`src/rtl/piso_serializer_pkg.sv`:
```
// Shared definitions for the parallel-in serial-out shift stage.
// Holds the FSM state encoding and the default word width.
package piso_serializer_pkg;

   // Default parallel word width in bits (legal range 2..32).
   localparam int unsigned DEFAULT_WIDTH = 8;

   // Controller state: a single registered bit.
   typedef enum logic {
      ST_IDLE  = 1'b0,
      ST_SHIFT = 1'b1
   } state_t;

endpackage

```
`src/rtl/piso_serializer_bit_counter.sv`:
```
// Bit-position counter for the serializer: counts consumed bits of a word.
// Ports: clk, rst_n (async active-low), i_clr (restart at 0),
//        i_inc (advance one bit), o_tc (count == WIDTH-1).
module serial_bit_counter #(
   parameter int unsigned WIDTH = 8
) (
   input  logic clk,
   input  logic rst_n,
   input  logic i_clr,
   input  logic i_inc,
   output logic o_tc
);

   localparam int unsigned CW = $clog2(WIDTH);

   logic [CW-1:0] r_cnt;
   logic          w_tc;

   assign w_tc = (r_cnt == CW'(WIDTH - 1));
   assign o_tc = w_tc;

   // Saturates at the terminal count; only a clear restarts it.
   always_ff @(posedge clk or negedge rst_n) begin
      if (!rst_n) begin
         r_cnt <= '0;
      end else if (i_clr) begin
         r_cnt <= '0;
      end else if (i_inc && !w_tc) begin
         r_cnt <= r_cnt + CW'(1);
      end
   end

endmodule

```
`src/rtl/piso_serializer.sv`:
```
// Parallel-in serial-out shift stage feeding the 2:1 mux datapath.
// Ports: clk, rst_n (async active-low); load_valid/load_data/load_ready
//        word handshake; shift_en downstream consume strobe; ser_out,
//        ser_valid, ser_last serial stream; busy word in flight;
//        done one-cycle pulse after the last bit is consumed.
module piso_serializer
   import piso_serializer_pkg::*;
#(
   parameter int unsigned WIDTH     = DEFAULT_WIDTH,
   parameter bit          MSB_FIRST = 1'b1
) (
   input  logic             clk,
   input  logic             rst_n,
   input  logic             load_valid,
   input  logic [WIDTH-1:0] load_data,
   output logic             load_ready,
   input  logic             shift_en,
   output logic             ser_out,
   output logic             ser_valid,
   output logic             ser_last,
   output logic             busy,
   output logic             done
);

   state_t           r_state;
   logic [WIDTH-1:0] r_shreg;
   logic             r_done;

   logic w_shift;
   logic w_tc;
   logic w_last;
   logic w_consume;
   logic w_adv;
   logic w_load;
   logic w_bit;

   assign w_shift   = (r_state == ST_SHIFT);
   // Counter holds its terminal value after a word ends; gate by state.
   assign w_last    = w_shift & w_tc;
   assign w_consume = w_shift & shift_en;
   assign w_adv     = w_consume & ~w_tc;

   // Only combinational output: a word may be accepted in IDLE or on the
   // cycle the final bit is consumed, giving bubble-free back-to-back.
   assign load_ready = rst_n & (~w_shift | (w_last & shift_en));
   assign w_load     = load_valid & load_ready;

   assign w_bit = MSB_FIRST ? r_shreg[WIDTH-1] : r_shreg[0];

   assign ser_out   = w_shift & w_bit;
   assign ser_valid = w_shift;
   assign ser_last  = w_last;
   assign busy      = w_shift;
   assign done      = r_done;

   serial_bit_counter #(
      .WIDTH (WIDTH)
   ) u_cnt (
      .clk   (clk),
      .rst_n (rst_n),
      .i_clr (w_load),
      .i_inc (w_adv),
      .o_tc  (w_tc)
   );

   always_ff @(posedge clk or negedge rst_n) begin
      if (!rst_n) begin
         r_state <= ST_IDLE;
         r_shreg <= '0;
         r_done  <= 1'b0;
      end else begin
         r_done <= w_consume & w_last;
         if (w_load) begin
            r_state <= ST_SHIFT;
            r_shreg <= load_data;
         end else if (w_consume && w_last) begin
            r_state <= ST_IDLE;
            r_shreg <= '0;
         end else if (w_adv) begin
            // Move the next bit toward the output end, zero-filling.
            if (MSB_FIRST) begin
               r_shreg <= {r_shreg[WIDTH-2:0], 1'b0};
            end else begin
               r_shreg <= {1'b0, r_shreg[WIDTH-1:1]};
            end
         end
      end
   end

endmodule

```
`config.mk`:
```
export PLATFORM = sky130hd
export DESIGN_NAME = piso_serializer
export DESIGN_NICKNAME = d
export VERILOG_FILES = /design/src/rtl/piso_serializer_pkg.sv /design/src/rtl/piso_serializer_bit_counter.sv /design/src/rtl/piso_serializer.sv
export SDC_FILE = /design/constraint.sdc
export NUM_CORES = 1
export LEC_CHECK = 0
export BUFFER_PORTS_ARGS = -buffer_cell sky130_fd_sc_hd__buf_2
export CAP_MARGIN = 10
export CORE_UTILIZATION = 50
export CTS_CLUSTER_DIAMETER = 100
export CTS_CLUSTER_SIZE = 20
export DETAILED_ROUTE_END_ITERATION = 8
export GPL_TIMING_DRIVEN = 0
export PLACE_DENSITY = 0.77
export SYNTH_ARGS = -nofsm -noshare
export SYNTH_HDL_FRONTEND = slang
export SYNTH_SLANG_ARGS = --single-unit
export TNS_END_PERCENT = 20
```
`constraint.sdc`:
```
create_clock -name clk -period 1.7 [get_ports clk]
set_input_delay 0.34 -clock clk [delete_from_list [all_inputs] [get_ports clk]]
set_output_delay 0.34 -clock clk [all_outputs]
set_load 0.01 [all_outputs]
```
# ---- After elaboration in Yosys (flattened, before gate mapping)
# Index checks and enable logic that the tools add are counted.
dict set report classes {
  n_eq_ne 1
  addsub 1
  bitwise_logic 11
  mux 7
  reduce_logical 6
}
# operator n
set op_table {}
lappend op_table {{8-bit 2-to-1 mux} 3}
lappend op_table {{1-bit bitwise AND} 8}
lappend op_table {{3-bit 2-to-1 mux} 2}
lappend op_table {{2-bit nonzero test} 2}
lappend op_table {{3-bit by 1-bit adder with 3-bit output, second input constant} 1}
lappend op_table {{3-bit == test, second input constant} 1}
lappend op_table {{3-bit nonzero test} 1}
lappend op_table {{1-bit logical AND} 2}
lappend op_table {{1-bit 2-to-1 mux} 2}
lappend op_table {{1-bit inverter} 2}
lappend op_table {{1-bit zero test} 1}
lappend op_table {{1-bit OR} 1}
dict set report totals {
  input_bits 12
  register_bits 13
  out_inout_bits 6
}

# ---- Depth between registers and ports, before layout
dict set report depth {
  word_depth 7
  mapped_depth 6
  ltp_nobuf 5
}

# ---- Modules after synthesis
# Synthesis repeated with hierarchy kept, for this count alone.
dict set report unflattened {
  hier_cells 71
  hier_area_um2 754.5
}
# mod n_inst area_each_um2 seq_area_each_um2 cells_per_inst
set by_module_without_submodules {}
lappend by_module_without_submodules {piso_serializer 1 570.5 250.2 56}
lappend by_module_without_submodules {serial_bit_counter 1 183.9 75.1 15}

# ---- Worst setup path after synthesis
# Ideal clock, no wire load.
dict set report synth_path {
  kind {register to output}
  from {register u_cnt.r_cnt[0]}
  to {output port load_ready}
  arrival_time_ps 1131
  t_required_ps 1360
  path_slack_ps 229
  path_stages_with_launch 5
  path_cell_list {dfrtp_1 ha_1 ha_1 a21boi_4 and2b_1}
}
dict set report synth_between {
  elab_chain_cells 5
}
# item line_no
set synth_rtl {}
lappend synth_rtl {{start: declaration} piso_serializer_bit_counter.sv:16} ;# logic [CW-1:0] r_cnt;
lappend synth_rtl {{start signal: assignment} piso_serializer_bit_counter.sv:29} ;# r_cnt <= r_cnt + CW'(1);
lappend synth_rtl {{3-bit == test} piso_serializer_bit_counter.sv:19} ;# assign w_tc = (r_cnt == CW'(WIDTH - 1));
lappend synth_rtl {{1-bit bitwise AND} piso_serializer.sv:39} ;# assign w_last = w_shift & w_tc;
lappend synth_rtl {{1-bit bitwise AND} piso_serializer.sv:45} ;# assign load_ready = rst_n & (~w_shift | (w_last & shift_en));
lappend synth_rtl {{1-bit OR} piso_serializer.sv:45}
lappend synth_rtl {{1-bit bitwise AND} piso_serializer.sv:45}
lappend synth_rtl {{end: declaration} piso_serializer.sv:16} ;# output logic load_ready,
# No other way between the ends.

# ---- Final worst setup path
# Ends and elaborated chain as after synthesis.

==> qor.yml <==
hold_end: "r_shreg[5]$_DFFE_PN0P_"
fin_hold_ws_ps: 285
grt_pass1_wl_microns: 2160
ant_nets: 0
rsz0062_at_grt: "yes"
grt_max_degree: 14
cts.root.buffer_cell: "clkbuf_4"
nNetsFinal: 103
syn_to_final_growth_pct: 21.9
arrival_ps: 1480
power_density_nw_per_um2: 1370
io_pins: 18
hold_depth: 3
drive_above_1_share: 0.352
layout_setup_ws_ps: -123
worst-path-max-fanout: 2
drv_slew: 0
synth_xor_area_frac: 0.0120
rrSetupSlack_ps: 180
cp-end-kind: "output port"
period_share: 1.07
setup-tns-final_ps: -243
yosysSeqAreaShare: 0.444
drt_first_iter_violations: 12
crit_type: "reg -> out"
cp-start-kind: "flip-flop"
fin_skew_ps: 4.12
ys_types: 22
dp_cells: 97
yosys.area_share.simple: 0.202
first_global_vias: 502
synth_compound_area_frac: 0.0940
clkTransAtPathRegs_ps: 80
fmax_ghz: 0.549
synth_area_sq_um: 732
worstPathRequired_ps: 1360
antenna_found_initial: 0
viasPerCell: 5.18
synth_area_per_cell_sq_um: 11.1
peakVddDrop_uv: 720
overflow: 0
muxShareOfSynthArea: 0.123
syn_inst: 66
core_area_sq_um: 1330
hpwl_microns: 921
drc: 0
place.gp.congestion: 0.691
dpl_worst_slack_ps: 69.5
drt_wl_total_microns: 1290
die_area_sq_um: 1620
relSlewSlack: 0.597
fp.dieH_microns: 40.3
cap_viol_max_count: 0
fp.dieW_microns: 40.3
htree_levels: 1
synth-seq-cells: 13
rr_startpoint: "u_cnt.r_cnt[0]$_DFFE_PN0P_"
r2r-end: "r_shreg[3]$_DFFE_PN0P_"
yosysWarnings: 0
clk_latency_ps: 280
tightest_slew_ps: 603
violations: "setup timing"
floorplan.initialDensity: 0.549
cts_sinks: 13
finalHoldViolCount: 0
fin_cells: 103
tritoncts: "done"
port_buffers: 16
r2r_cells: 6
num_rows: 13
wl_per_cell_microns: 12.6
firstDrtPassIters: 3
synth_top_family_by_area: "simple AND/OR/NAND/NOR gates"
vias: 534
period_needed_ps: 1820
multi_input_area_sq_um: 355
grtUsageTotal: 0.210
fillers: 111
clockBufferDepth: 2
post-route-util: 0.669
antennaDiodeCount: 0
leakagePower_uw: 0.000483
cts_made_buffers: 3
hp-class: "in -> reg"
synth_nets: 80
hp-start: "load_data[5]"
area.sequential_sq_um: 325
status: "finished with violations"
synth_fa_ha_area_frac: 0.0342
finalSetupViolCount: 2
-- per-stage QoR --
| step | power, uW | cell area, sq um |
|---|---|---|
| 2_1_floorplan | 843 | 732 |
| 3_3_place_gp | 950 | 831 |
| 3_5_place_dp | 985 | 831 |
| 4_1_cts | 1230 | 890 |
| 5_1_grt | 1320 | 892 |
| 6_report | 1220 | 892 |
-- placed cells by master, fill, tap and decap left out, drive strengths merged --
master       synthesis  layout
nor2                 5       5
mux2i                9       9
buf                  5      22
o211a                1       1
inv                  7       7
ha                   2       2
and2                 2       2
xor2                 1       1
a21oi                6       6
dlygate4sd3          0       1
nand2b               1       1
and4b                6       6
nand3b               1       1
a21boi               1       1
nand2                3       3
clkbuf               0       4
and2b                1       1
and3                 1       1
dfrtp               13      13
a221o                1       1
-- cell families after synthesis --
logic type | after synthesis
adder cells (fa/ha/maj) | 2
AO/OA/AOI/OAI | 9
multiplexers | 9
flip-flops | 13
AND/OR/NAND/NOR | 20
buffers and inverters | 12
XOR/XNOR | 1
-- repair_timing --
item,in CTS,in global routing
pin swaps,2,2
resized for setup,3,2
endpoints found under the hold margin,13,0
buffers inserted,1,0
endpoints found under the setup margin,2,2
hold buffers,1,0
-- critical path, cell delays in order (launching register included) --
cell and delay, ps:
dfrtp_1 410, ha_2 200, ha_4 170, a21boi_4 120, and2b_1 180, buf_2 130
-- Yosys cell counts --
library cell / instances / area, sq um
a21boi_4: 1 / 18.8
a21oi_1: 6 / 30.0
a221o_1: 1 / 10.0
and2_1: 2 / 12.5
and2b_1: 1 / 7.51
and3_1: 1 / 6.26
and4b_1: 6 / 60.1
buf_2: 2 / 10.0
buf_4: 1 / 7.51
buf_6: 2 / 22.5
dfrtp_1: 13 / 325
ha_1: 2 / 25.0
inv_1: 7 / 26.3
mux2i_1: 9 / 90.1
nand2_1: 2 / 7.51
nand2_2: 1 / 6.26
nand2b_1: 1 / 6.26
nand3b_4: 1 / 20.0
nor2_1: 4 / 15.0
nor2_2: 1 / 6.26
o211a_1: 1 / 10.0
xor2_1: 1 / 8.76
-- state kept, by name (all words and copies together) (netlist names) --
name / flops
r_shreg: 8
u_cnt.r_cnt: 3
busy: 1
done: 1
-- power breakdown --
group / internal [uW] / total (uW) / switching [uW]
combinational: 289 / 542 / 252
sequential: 414 / 486 / 72.9
clock: 90.9 / 196 / 105
total: 794 / 1220 / 430
-- how the worst max path moves through the flow --
stage	slack, ps	from	depth (start not counted)	end
floorplan	230	u_cnt.r_cnt[0]$_DFFE_PN0P_	4	load_ready
global placement	90	u_cnt.r_cnt[0]$_DFFE_PN0P_	5	load_ready
detailed placement	70	u_cnt.r_cnt[0]$_DFFE_PN0P_	5	load_ready
CTS	-150	u_cnt.r_cnt[0]$_DFFE_PN0P_	5	load_ready
global route	-190	u_cnt.r_cnt[0]$_DFFE_PN0P_	5	load_ready
finish	-120	u_cnt.r_cnt[0]$_DFFE_PN0P_	5	load_ready
-- area by class of cell --
type	count	share of cell area
Clock buffer	4	0.0295
Multi-Input combinational cell	41	0.398
Buffer	5	0.0477
Inverter	7	0.0295
Timing Repair Buffer	18	0.109
Tap cell	15	0.0210
Sequential cell	13	0.365
-- routing by layer --
layer / GRT usage / share of wire / vias to the layer above
met4: 0.125 / 0.022 / 0
met2: 0.315 / 0.47 / 13
met1: 0.284 / 0.48 / 245
met3: 0.0333 / 0.029 / 4
li1: - / - / 272
met5: 0 / 0 / -
Power figures use the tool's default switching activity.
